--- src/rtl/hs_ram_arbiter.sv ---
// hs_ram_arbiter: shares the game work-RAM port between the CPU and the
// hiscore save/restore engine. The CPU is paused and allowed to settle before
// the engine is granted the port. When the engine releases the port, the pause
// stays up until in-flight acks drain.
// Optional build macro: HSARB_WATCHDOG_EN enables a HALT timeout that forces a
// grant and raises a sticky timeout_flag.
module hs_ram_arbiter #(
    parameter int AW      = 14,
    parameter int DW      = 8,
    parameter int SETTLE  = 2,
    parameter int TIMEOUT = 1023
) (
    input  logic          clk_sys,
    input  logic          reset,
    input  logic          ce,
    input  logic          ext_pause,
    input  logic          cpu_halted,
    output logic          pause_cpu,
    input  logic [AW-1:0] cpu_addr,
    input  logic [DW-1:0] cpu_wdata,
    input  logic          cpu_we,
    input  logic          hs_req,
    output logic          hs_gnt,
    input  logic [AW-1:0] hs_addr,
    input  logic [DW-1:0] hs_wdata,
    input  logic          hs_strobe,
    input  logic          hs_we,
    output logic [DW-1:0] hs_rdata,
    output logic          hs_ack,
    output logic [AW-1:0] ram_addr,
    output logic [DW-1:0] ram_wdata,
    output logic          ram_we,
    input  logic [DW-1:0] ram_rdata,
    output logic          timeout_flag
);

    typedef enum logic [1:0] {ST_IDLE, ST_HALT, ST_GRANT, ST_DRAIN} state_t;

    state_t        r_state;
    state_t        w_next;
    logic          w_arb_pause;
    logic          w_gnt;
    logic [3:0]    r_settle;
    logic          w_settle_hit;
    logic          w_wd_hit;
    logic          w_acc;
    logic          w_pending;
    // r_vld_pipe[0]: access issued last cycle (RAM data now valid)
    // r_vld_pipe[1]: ack cycle
    logic [1:0]    r_vld_pipe;
    logic          r_rd_s1;
    logic [DW-1:0] r_rdata;

    // The settle target is reached on the ce that brings the count to SETTLE.
    assign w_settle_hit = cpu_halted && ce && (r_settle == 4'(SETTLE - 1));
    assign w_acc        = w_gnt && hs_strobe;
    assign w_pending    = |r_vld_pipe;

    assign pause_cpu = ext_pause || w_arb_pause;
    assign hs_gnt    = w_gnt;
    assign hs_ack    = r_vld_pipe[1];
    assign hs_rdata  = r_rdata;

    // State register
    always_ff @(posedge clk_sys or posedge reset) begin
        if (reset) r_state <= ST_IDLE;
        else       r_state <= w_next;
    end

    // Next-state and arbiter pause/grant decode
    always_comb begin
        w_next      = r_state;
        w_arb_pause = 1'b0;
        w_gnt       = 1'b0;
        case (r_state)
            ST_IDLE: begin
                if (hs_req) w_next = ST_HALT;
            end
            ST_HALT: begin
                w_arb_pause = 1'b1;
                if (!hs_req)                       w_next = ST_IDLE;
                else if (w_settle_hit || w_wd_hit) w_next = ST_GRANT;
            end
            ST_GRANT: begin
                w_arb_pause = 1'b1;
                w_gnt       = 1'b1;
                if (!hs_req) w_next = ST_DRAIN;
            end
            ST_DRAIN: begin
                // The ack must have issued before the ce counts, so the CPU
                // restarts at least one ce after the last completion.
                w_arb_pause = 1'b1;
                if (hs_req)                 w_next = ST_HALT;
                else if (!w_pending && ce)  w_next = ST_IDLE;
            end
            default: w_next = ST_IDLE;
        endcase
    end

    // Settle counter: counts ce while halted, cleared outside HALT or on halt loss
    always_ff @(posedge clk_sys or posedge reset) begin
        if (reset)                                  r_settle <= '0;
        else if (r_state != ST_HALT || !cpu_halted) r_settle <= '0;
        else if (ce)                                r_settle <= r_settle + 4'd1;
    end

`ifdef HSARB_WATCHDOG_EN
    localparam int WDW = (TIMEOUT > 1) ? $clog2(TIMEOUT + 1) : 1;

    logic [WDW-1:0] r_wd;
    logic           r_timeout;

    assign w_wd_hit     = ce && (r_wd == WDW'(TIMEOUT - 1));
    assign timeout_flag = r_timeout;

    // Watchdog: ce pulses since HALT entry, regardless of cpu_halted
    always_ff @(posedge clk_sys or posedge reset) begin
        if (reset)                   r_wd <= '0;
        else if (r_state != ST_HALT) r_wd <= '0;
        else if (ce)                 r_wd <= r_wd + WDW'(1);
    end

    // Sticky flag when the grant was forced rather than earned by settling
    always_ff @(posedge clk_sys or posedge reset) begin
        if (reset)
            r_timeout <= 1'b0;
        else if (r_state == ST_HALT && hs_req && w_wd_hit && !w_settle_hit)
            r_timeout <= 1'b1;
    end
`else
    // No watchdog: HALT waits for the CPU indefinitely; flag folds to 0.
    assign w_wd_hit     = 1'b0;
    assign timeout_flag = (TIMEOUT < 0);
`endif

    // Fixed two-cycle access pipeline; read data captured as the RAM returns it
    always_ff @(posedge clk_sys or posedge reset) begin
        if (reset) begin
            r_vld_pipe <= '0;
            r_rd_s1    <= 1'b0;
            r_rdata    <= '0;
        end else begin
            r_vld_pipe <= {r_vld_pipe[0], w_acc};
            r_rd_s1    <= w_acc && !hs_we;
            if (r_vld_pipe[0] && r_rd_s1) r_rdata <= ram_rdata;
        end
    end

    // RAM port mux: engine side only while granted, CPU side otherwise
    always_comb begin
        ram_addr  = cpu_addr;
        ram_wdata = cpu_wdata;
        ram_we    = cpu_we;
        if (w_gnt) begin
            ram_addr  = hs_addr;
            ram_wdata = hs_wdata;
            ram_we    = hs_strobe && hs_we;
        end
    end

endmodule

--- config.mk ---
export PLATFORM = sky130hd
export DESIGN_NAME = hs_ram_arbiter
export DESIGN_NICKNAME = d
export VERILOG_FILES = /design/src/rtl/hs_ram_arbiter.sv
export SDC_FILE = /design/constraint.sdc
export NUM_CORES = 1
export LEC_CHECK = 0
export BUFFER_PORTS_ARGS = -buffer_cell sky130_fd_sc_hd__buf_2
export CAP_MARGIN = 20
export CELL_PAD_IN_SITES_DETAIL_PLACEMENT = 0
export CELL_PAD_IN_SITES_GLOBAL_PLACEMENT = 2
export CORE_MARGIN = 5
export CORE_UTILIZATION = 18
export DETAILED_ROUTE_END_ITERATION = 6
export PLACE_DENSITY_LB_ADDON = 0.1
export SYNTH_ARGS = -nofsm -noshare
export SYNTH_HDL_FRONTEND = slang
export SYNTH_SLANG_ARGS = --single-unit
--- constraint.sdc ---
create_clock -name clk_sys -period 1.36 [get_ports clk_sys]
set_input_delay 0.136 -clock clk_sys [delete_from_list [all_inputs] [get_ports clk_sys]]
set_output_delay 0.136 -clock clk_sys [all_outputs]
set_load 0.01 [all_outputs]
==> impl_metrics.toml, run 1 <==
[status]
status = "finished, violations left"
failed_checks = "setup timing"

[synthesis]
yosys_register_bits = 17
yosysWarningCount = 0
ys_seq_area_frac = 0.389
synth_edf_count = 0
avgSynthCellArea_sq_um = 8.29
ys.flop_type = "dfrtp_1"
synth-async-reset-ratio = 1.00
synth_nets = 195
syn_inst = 132
yosys.cell_types.count = 28
synth_area_sq_mm = 0.00109

[floorplan]
ioPinCount = 96
die_w_um = 88.0
die_h_um = 88.0
rows = 28
coreArea_sq_mm = 0.00592
start_util = 0.185
die_area_sq_mm = 0.00774

[pwr]
pwr-share-clk = 0.298
power_density_mw_per_mm2 = 703
internal_power_mw = 0.897
p_comb_frac = 0.253
seqPwrFrac = 0.449
peakVddDrop_mv = 0.318
power_mw = 1.21
p_leak_nw = 0.986
p_switching_mw = 0.309
p_sw_frac = 0.256

[final_layout]
multi_input_area_sq_um = 586
drive_above_1_share = 0.545
final_nets = 295
final_core_util = 0.290
syn_to_final_growth_pct = 56.7
regArea_sq_um = 425
n_antenna_cell = 0
fill_cells = 669

[global_route]
gr-total-overflow = 0
antenna_found_initial = 0
grt.total_usage = 0.0866
grt_pass1_vias = 1244
grt_pass1_wl_um = 5420
grt_max_degree = 25

[cts]
htree_levels = 1
root_buffer = "clkbuf_8"
clock-sinks = 17
clock_path_buffers = 2
clk_pin_slew_ps = 60
clk_latency_ps = 240
cts_tree = "built"
cts_buffers = 3

[placement]
gp_congestion = 0.681
portBuffers = 94
hpwl_um = 2990

[critical_path]
cp_top_family = "flip-flops"
cpMaxStageDelayCell = "dfrtp_1"
cpPeakStageDelay_ps = 420
path_class = "reg2out"
required_ps = 1220
rrSetupSlack_ps = 140
crit_arrival_ps = 1240
path_common_cell = "buf_6"
cp_max_fo = 2
critPathBufInv = 2
endpoint_kind = "output port"
crit_path_start_kind = "flip-flop"
crit_path_cell_trace = "buf_6 -> or3_4 -> buf_6"

[sta]
rsz0062_at_grt = "true"
hold_ws_ps = 68.5
post-route-period-util = 1.01
maxSlewHeadroom = 0.562
setup_viol = 2
slew_viol_final = 0
tightest_slew_ps = 656
max_freq_mhz = 727
timing.final.crit_period_ps = 1380
skew_ps = 1.71
hold_viol = 0
post-route-worst-setup-slack_ps = -15.8

[drt]
totalWireLength_um = 3510
route.detailed.drc = 0
vias = 1197
wire_per_inst_um = 11.5
drt-pass1-iter-count = 4
drtIter0Drc = 20
via_per_inst = 3.91
ant_nets = 0

[worst_hold_path]
hp-class = "in2reg"

[job]
cap_viol_max_count = 0
==> per-stage QoR <==
stage / instances / area [sq um] / setup WS, ps / TNS [ps]
after detailed placement: 300 / 1620 / 65.4 / 0
final: 306 / 1720 / -15.8 / -22.6
after CTS: 306 / 1720 / -34.4 / -269
after floorplan: 132 / 1090 / 232 / 0
after global placement: 300 / 1620 / 103 / 0
after global routing: 306 / 1720 / -95.9 / -1720
==> registers in the layout, indices dropped and copies added, names as in the netlist, named ones only <==
name / cells
r_rd_s1: 1
hs_rdata: 8
r_settle: 4
r_vld_pipe: 2
r_state: 1
==> worst reg2reg max path, cell delays in order, from the launching register on <==
cell,delay [ps]
dfrtp_1,410
buf_6,120
buf_4,100
and2b_2,230
a32o_1,240
==> metal layers <==
metal	global-route usage	up-vias	share of wire
li1	-	610	-
met1	0.0984	538	0.40
met2	0.155	47	0.51
met3	0.0310	2	0.082
met4	0.0195	0	0.0054
met5	0	-	0
==> cell usage after synthesis, types with 2 or more instances <==
| cell | instances | area share |
|---|---|---|
| xor2_1 | 2 | 0.016 |
| buf_6 | 3 | 0.031 |
| inv_1 | 3 | 0.010 |
| nand2_2 | 6 | 0.034 |
| nor2_1 | 6 | 0.021 |
| ha_1 | 2 | 0.023 |
| mux2_2 | 9 | 0.093 |
| dfrtp_1 | 17 | 0.39 |
| nand2_1 | 65 | 0.22 |
==> placed cells by master, fill, tap and decap left out, drive strengths merged, types with 2 or more instances in the layout <==
cell,count
xor2,2
clkbuf,4
inv,4
mux2,9
nor2,6
buf,100
ha,2
dfrtp,17
nand2,71
==> kinds of logic (layout without fill, tap and decap cells) <==
group	Yosys count	in the layout	synth area share
multiplexers	10	10	0.102
flip-flops	17	17	0.389
XOR/XNOR	3	3	0.0240
AO/OA/AOI/OAI	3	3	0.0251
other	1	1	0.00343
adder cells (fa/ha/maj)	2	2	0.0229
buffers and inverters	10	109	0.0891
AND/OR/NAND/NOR	86	86	0.345
==> worst paths after layout <==
path | start | to | cells after the start
setup / recovery | flip-flop | pause_cpu | 3
hold / removal | hs_we | r_rd_s1$_DFF_PP0_ | 2
min in group asynchronous | reset | hs_rdata[0]$_DFFE_PP0P_ | 3
hold reg to reg | r_vld_pipe[0]$_DFF_PP0_ | r_vld_pipe[1]$_DFF_PP0_ | 0
setup reg to reg | flip-flop | flip-flop | 4
max in group asynchronous | reset | r_rd_s1$_DFF_PP0_ | 3
==> layout make-up <==
class                      instances  area share
timing repair buffer             101       0.317
sequential                        17       0.248
inverter                           4      0.0131
clock buffer                       4      0.0263
tap                               75      0.0547
multi-input combinational        105       0.341
==> power groups by stage <==
| stage | Sequential [mW] | Clock [mW] | Combinational (mW) |
|---|---|---|---|
| floorplan | 0.558 | 0 | 0.124 |
| global placement | 0.549 | 0 | 0.297 |
| detailed placement | 0.550 | 0 | 0.298 |
| CTS | 0.541 | 0.380 | 0.311 |
| global route | 0.543 | 0.402 | 0.341 |
| finish | 0.541 | 0.360 | 0.305 |
==> what timing repair did <==
| item | CTS | global route |
|---|---|---|
| endpoints found under the hold margin | 17 | 0 |
| setup buffers | 1 | 0 |
| pin swaps | 1 | 0 |
| hold buffers | 1 | 0 |
| gates resized for setup | 8 | 0 |
| gates cloned | 0 | 0 |
| endpoints found under the setup margin | 25 | 24 |
(Power assumes the default switching activity.)
==> run 2: changes to the inputs <==
- CORE_UTILIZATION: 18 -> 16
- SKIP_CTS_REPAIR_TIMING: unset -> 1
- clock period: 1.36 -> 1.22 ns (I/O delays scaled with it)
==> run 2 against run 1 <==
  * The run still ends with setup timing left
  * Design area rose by 4.3%
  * Die area is 11% higher
  * Worst setup slack lost 170 ps
  * Critical path type unchanged
  * Largest cell class unchanged
==> impl_metrics.toml, run 2 (synthesis results as in run 1) <==
[drt]
drtIter0Drc = 24
route.detailed.drc = 0
totalWireLength_um = 3610
via_per_inst = 3.81
drt-pass1-iter-count = 3
vias = 1194
ant_nets = 0
wire_per_inst_um = 11.5

[global_route]
gr-total-overflow = 0
grt.total_usage = 0.0817
grt_max_degree = 25
antenna_found_initial = 0
grt_pass1_vias = 1259
grt_pass1_wl_um = 5760

[sta]
hold_ws_ps = 48.1
skew_ps = 6.66
post-route-worst-setup-slack_ps = -186
max_freq_mhz = 711
slew_viol_final = 0
setup_tns_ps = -4260
post-route-period-util = 1.15
setup_viol = 25
timing.final.crit_period_ps = 1410
hold_viol = 0
rsz0062_at_grt = "true"

[critical_path]
crit_path_start_kind = "flip-flop"
cp_max_fo = 7
critPathBufInv = 2
path_class = "reg2out"
cpMaxStageDelayCell = "dfrtp_1"
crit_path_cell_trace = "nand2b_4 -> buf_6 -> nand2_1 -> nand2_1 -> buf_2"
path_common_cell = "nand2_1"
cpPeakStageDelay_ps = 410
required_ps = 1100
endpoint_kind = "output port"
cp_top_family = "flip-flops"
crit_arrival_ps = 1280

[floorplan]
die_h_um = 92.7
coreArea_sq_mm = 0.00672
die_w_um = 92.7
die_area_sq_mm = 0.00860
rows = 30
start_util = 0.163
ioPinCount = 96

[cts]
clk_pin_slew_ps = 70
cts_tree = "built"
htree_levels = 1
root_buffer = "clkbuf_8"
clk_latency_ps = 250
clock_path_buffers = 2
clock-sinks = 17
cts_buffers = 3

[final_layout]
fill_cells = 741
drive_above_1_share = 0.567
stdcell_area_sq_mm = 0.00179
syn_to_final_growth_pct = 63.4
final_nets = 297
layout_commonest_cell = "buf_2"
final_cell_mix = "buf_2, nand2_1, dfrtp_1, mux2_2, buf_6"
n_antenna_cell = 0
largest_reg_flops = 8

[pwr]
peakVddDrop_mv = 0.228
power_density_mw_per_mm2 = 769
power_mw = 1.38
p_sw_frac = 0.266
p_switching_mw = 0.366
seqPwrFrac = 0.436
p_comb_frac = 0.262
internal_power_mw = 1.01
pwr-share-clk = 0.301
p_leak_nw = 1.01

[status]
status = "finished, violations left"
failed_checks = "setup timing"

[placement]
dpl_cell_area_sq_mm = 0.00164
portBuffers = 94
hpwl_um = 2900
gp_congestion = 0.705

[job]
cap_viol_max_count = 0

[worst_hold_path]
hp-class = "in2reg"
## run 2: changes by cell type in the layout (fill, tap and decap cells not counted)
cell	change
buf_2	-4
buf_6	+5
clkbuf_1	-1
clkinv_2	+1
inv_16	+1
inv_6	+1
inv_8	-1
nand2_1	-2
nand2_2	+1
nand2_4	+1
nor2_1	-1
nor2_2	+1
## run 2: power groups by stage
stage / sequential (mW) / clock, mW / combinational (mW)
2_1_floorplan: 0.622 / 0 / 0.138
4_1_cts: 0.599 / 0.442 / 0.340
3_5_place_dp: 0.610 / 0 / 0.338
3_3_place_gp: 0.610 / 0 / 0.346
6_report: 0.600 / 0.415 / 0.361
5_1_grt: 0.604 / 0.457 / 0.403
## run 2: final timing paths
path	startpoint	endpoint	slack, ps	cells after the start
max	flip-flop	ram_addr[2]	-190	5
min	hs_we	r_rd_s1$_DFF_PP0_	50	2
max reg2reg	r_settle[1]$_DFFE_PP0P_	flip-flop	80	5
min reg2reg	r_vld_pipe[0]$_DFF_PP0_	r_vld_pipe[1]$_DFF_PP0_	450	0
max in group asynchronous	reset	r_settle[1]$_DFFE_PP0P_	580	4
min in group asynchronous	reset	hs_rdata[5]$_DFFE_PP0P_	430	4
## run 2: layer usage
layer | up-vias | routed length [um] | GRT usage
met3 | 2 | 387 | 0.0349
met5 | - | 0 | 0
met4 | 0 | 34 | 0.0256
met1 | 525 | 1440 | 0.0912
met2 | 55 | 1750 | 0.140
li1 | 612 | - | -
## run 2: final cells by class
type	count	area, sq um	area share
Multi-Input combinational cell	105	598	0.334
Timing Repair Buffer	102	579	0.324
Sequential cell	17	425	0.238
Tap cell	80	100	0.0559
Clock buffer	3	41.3	0.0231
Inverter	4	31.3	0.0175
Timing Repair inverter	1	8.76	0.00490
Clock inverter	1	5.00	0.00280
## run 2: worst register-to-register path: cells and delay by family, from the launching register on
| family | cells | cell delay (ps) |
|---|---|---|
| DFF | 1 | 360 |
| and+or+nand+nor | 2 | 170 |
| buffers and inverters | 1 | 60 |
| adders and majority gates | 1 | 180 |
| AOI/OAI and AO/OA | 1 | 260 |
## run 2: per-stage QoR
step           cells  worst slack (ps)   util
6_report         313              -186  0.266
5_1_grt          313              -277  0.266
4_1_cts          311              -308  0.251
3_5_place_dp     307             -18.7  0.245
3_3_place_gp     307             -21.7  0.245
2_1_floorplan    132               106      -
==> run 3: changes to the inputs <==
--- a/config.mk
+++ b/config.mk
@@ -8,10 +8,8 @@
 export BUFFER_PORTS_ARGS = -buffer_cell sky130_fd_sc_hd__buf_2
 export CAP_MARGIN = 20
-export CELL_PAD_IN_SITES_DETAIL_PLACEMENT = 0
-export CELL_PAD_IN_SITES_GLOBAL_PLACEMENT = 2
 export CORE_MARGIN = 5
-export CORE_UTILIZATION = 16
+export CORE_UTILIZATION = 34
 export DETAILED_ROUTE_END_ITERATION = 6
-export PLACE_DENSITY_LB_ADDON = 0.1
+export PLACE_DENSITY = 0.76
 export SKIP_CTS_REPAIR_TIMING = 1
 export SYNTH_ARGS = -nofsm -noshare
==> constraint.sdc (replaced) <==
create_clock -name clk_sys -period 1.22 [get_ports clk_sys]
set_input_delay 0.244 -clock clk_sys [delete_from_list [all_inputs] [get_ports clk_sys]]
set_output_delay 0.244 -clock clk_sys [all_outputs]
set_load 0.01 [all_outputs]
==> run 3 against run 2 <==
  * The run still ends with setup timing left
  * Critical path type unchanged
  * Global-route usage increased by 5.8 points
  * Register-to-register slack got worse by 110 ps
  * Design area decreased by 2.2%
  * Clock-buffer cell count increased by 1
  * First-iteration DRC count increased by 120%
  * Core utilization increased by 30 points
  * Routed wire length decreased by 12%
  * Largest power group unchanged
  * Critical endpoint is now ram_addr[12]
  * Sequential share of layout area increased by 0.54 points
  * Flip-flop and latch count unchanged
==> impl_metrics.toml, run 3 (synthesis results as in run 1) <==
[pwr]
p_switching_mw = 0.353
pwr-share-clk = 0.232
peakVddDrop_mv = 0.683
internal_power_mw = 0.916
p_leak_nw = 1.00
p_comb_frac = 0.293
seqPwrFrac = 0.475
p_sw_frac = 0.278
power_density_mw_per_mm2 = 726

[global_route]
gr-total-overflow = 0
grt_pass1_wl_um = 4870
grt_pass1_vias = 1189
antenna_found_initial = 0
grt_max_degree = 25
grt.total_usage = 0.140

[sta]
hold_viol = 0
skew_ps = 5.56
setup_viol = 26
post-route-period-util = 1.29
rsz0062_at_grt = "true"
slew_viol_final = 0
max_freq_mhz = 637
timing.final.crit_period_ps = 1570
post-route-worst-setup-slack_ps = -349

[final_layout]
largest_reg_flops = 8
final_cells = 277
multi_input_area_sq_um = 633
final_nets = 297
syn_to_final_growth_pct = 59.8
layout_commonest_cell = "buf_2"
regArea_sq_um = 425
n_antenna_cell = 0
stdcell_area_sq_mm = 0.00175
final_cell_mix = "buf_2, nand2_1, nand2_2, dfrtp_1, mux2_2"
drive_above_1_share = 0.622
fill_cells = 316

[critical_path]
path_class = "reg2out"
required_ps = 980
cp_max_fo = 11
endpoint_kind = "output port"
crit_arrival_ps = 1320
crit_path_start_kind = "flip-flop"

[cts]
cts_tree = "built"
cts_buffers = 3
clk_pin_slew_ps = 100
clock_path_buffers = 2
clk_latency_ps = 280
root_buffer = "clkbuf_4"
clock-sinks = 17
htree_levels = 1

[drt]
ant_nets = 0
drt-pass1-iter-count = 4
wire_per_inst_um = 11.5
drtIter0Drc = 52
via_per_inst = 4.24
route.detailed.drc = 0
totalWireLength_um = 3200
vias = 1174

[status]
failed_checks = "setup timing"
status = "finished, violations left"

[floorplan]
rows = 20
ioPinCount = 96
die_area_sq_mm = 0.00445
coreArea_sq_mm = 0.00308
die_w_um = 66.7
die_h_um = 66.7
start_util = 0.356

[worst_hold_path]
hp-class = "in2reg"

[job]
cap_viol_max_count = 0

[placement]
portBuffers = 94
gp_congestion = 0.728
dp_cells = 269
dpl_cell_area_sq_mm = 0.00163
hpwl_um = 2590
==> run 3: cell type report <==
type                    count  share of cell area
well taps                  44              0.0315
inverters                   4              0.0157
flip-flops and latches     17               0.243
multi-input cells         105               0.362
clock buffers               4              0.0150
repair buffers            103               0.333
==> run 3: stage by stage <==
| step | utilization | setup TNS (ps) | power (mW) | setup slack [ps] | hold slack (ps) |
|---|---|---|---|---|---|
| final | 0.568 | -7980 | 1.27 | -349 | 128 |
| after floorplan | - | 0 | 0.770 | 5.81 | 170 |
| after detailed placement | 0.528 | -307 | 0.955 | -48.6 | 269 |
| after global placement | 0.528 | -172 | 0.947 | -30.1 | 261 |
| after global routing | 0.568 | -9990 | 1.36 | -424 | 117 |
| after CTS | 0.537 | -8280 | 1.26 | -385 | -52.4 |
==> run 3: power groups by stage <==
stage / clock, mW / sequential (mW) / combinational, mW
floorplan: 0 / 0.623 / 0.147
global placement: 0 / 0.612 / 0.335
detailed placement: 0 / 0.615 / 0.340
CTS: 0.312 / 0.604 / 0.342
global route: 0.338 / 0.606 / 0.413
finish: 0.294 / 0.603 / 0.372
==> run 3: routing by layer <==
metal	vias up	share of wire	track usage
li1	616	-	-
met1	521	0.35	0.142
met2	33	0.58	0.269
met3	4	0.055	0.0371
met4	0	0.013	0.0482
met5	-	0	0
==> run 3: worst max-delay path, cell delays in order, from the launching register on <==
cell and delay [ps]:
dfrtp_1 410, nand2b_4 200, buf_6 160, nand2_1 90
nand2_2 50, buf_2 130
==> run 3: final timing paths <==
path	from	end	slack (ps)	cells after the start
setup / recovery	r_state[0]$_DFFE_PP0P_	ram_addr[12]	-350	5
setup reg to reg	flip-flop	flip-flop	-30	4
min in group asynchronous	reset	r_settle[1]$_DFFE_PP0P_	500	4
hold / removal	hs_we	r_rd_s1$_DFF_PP0_	130	2
hold reg to reg	r_vld_pipe[0]$_DFF_PP0_	r_vld_pipe[1]$_DFF_PP0_	450	0
max in group asynchronous	reset	hs_rdata[5]$_DFFE_PP0P_	530	4
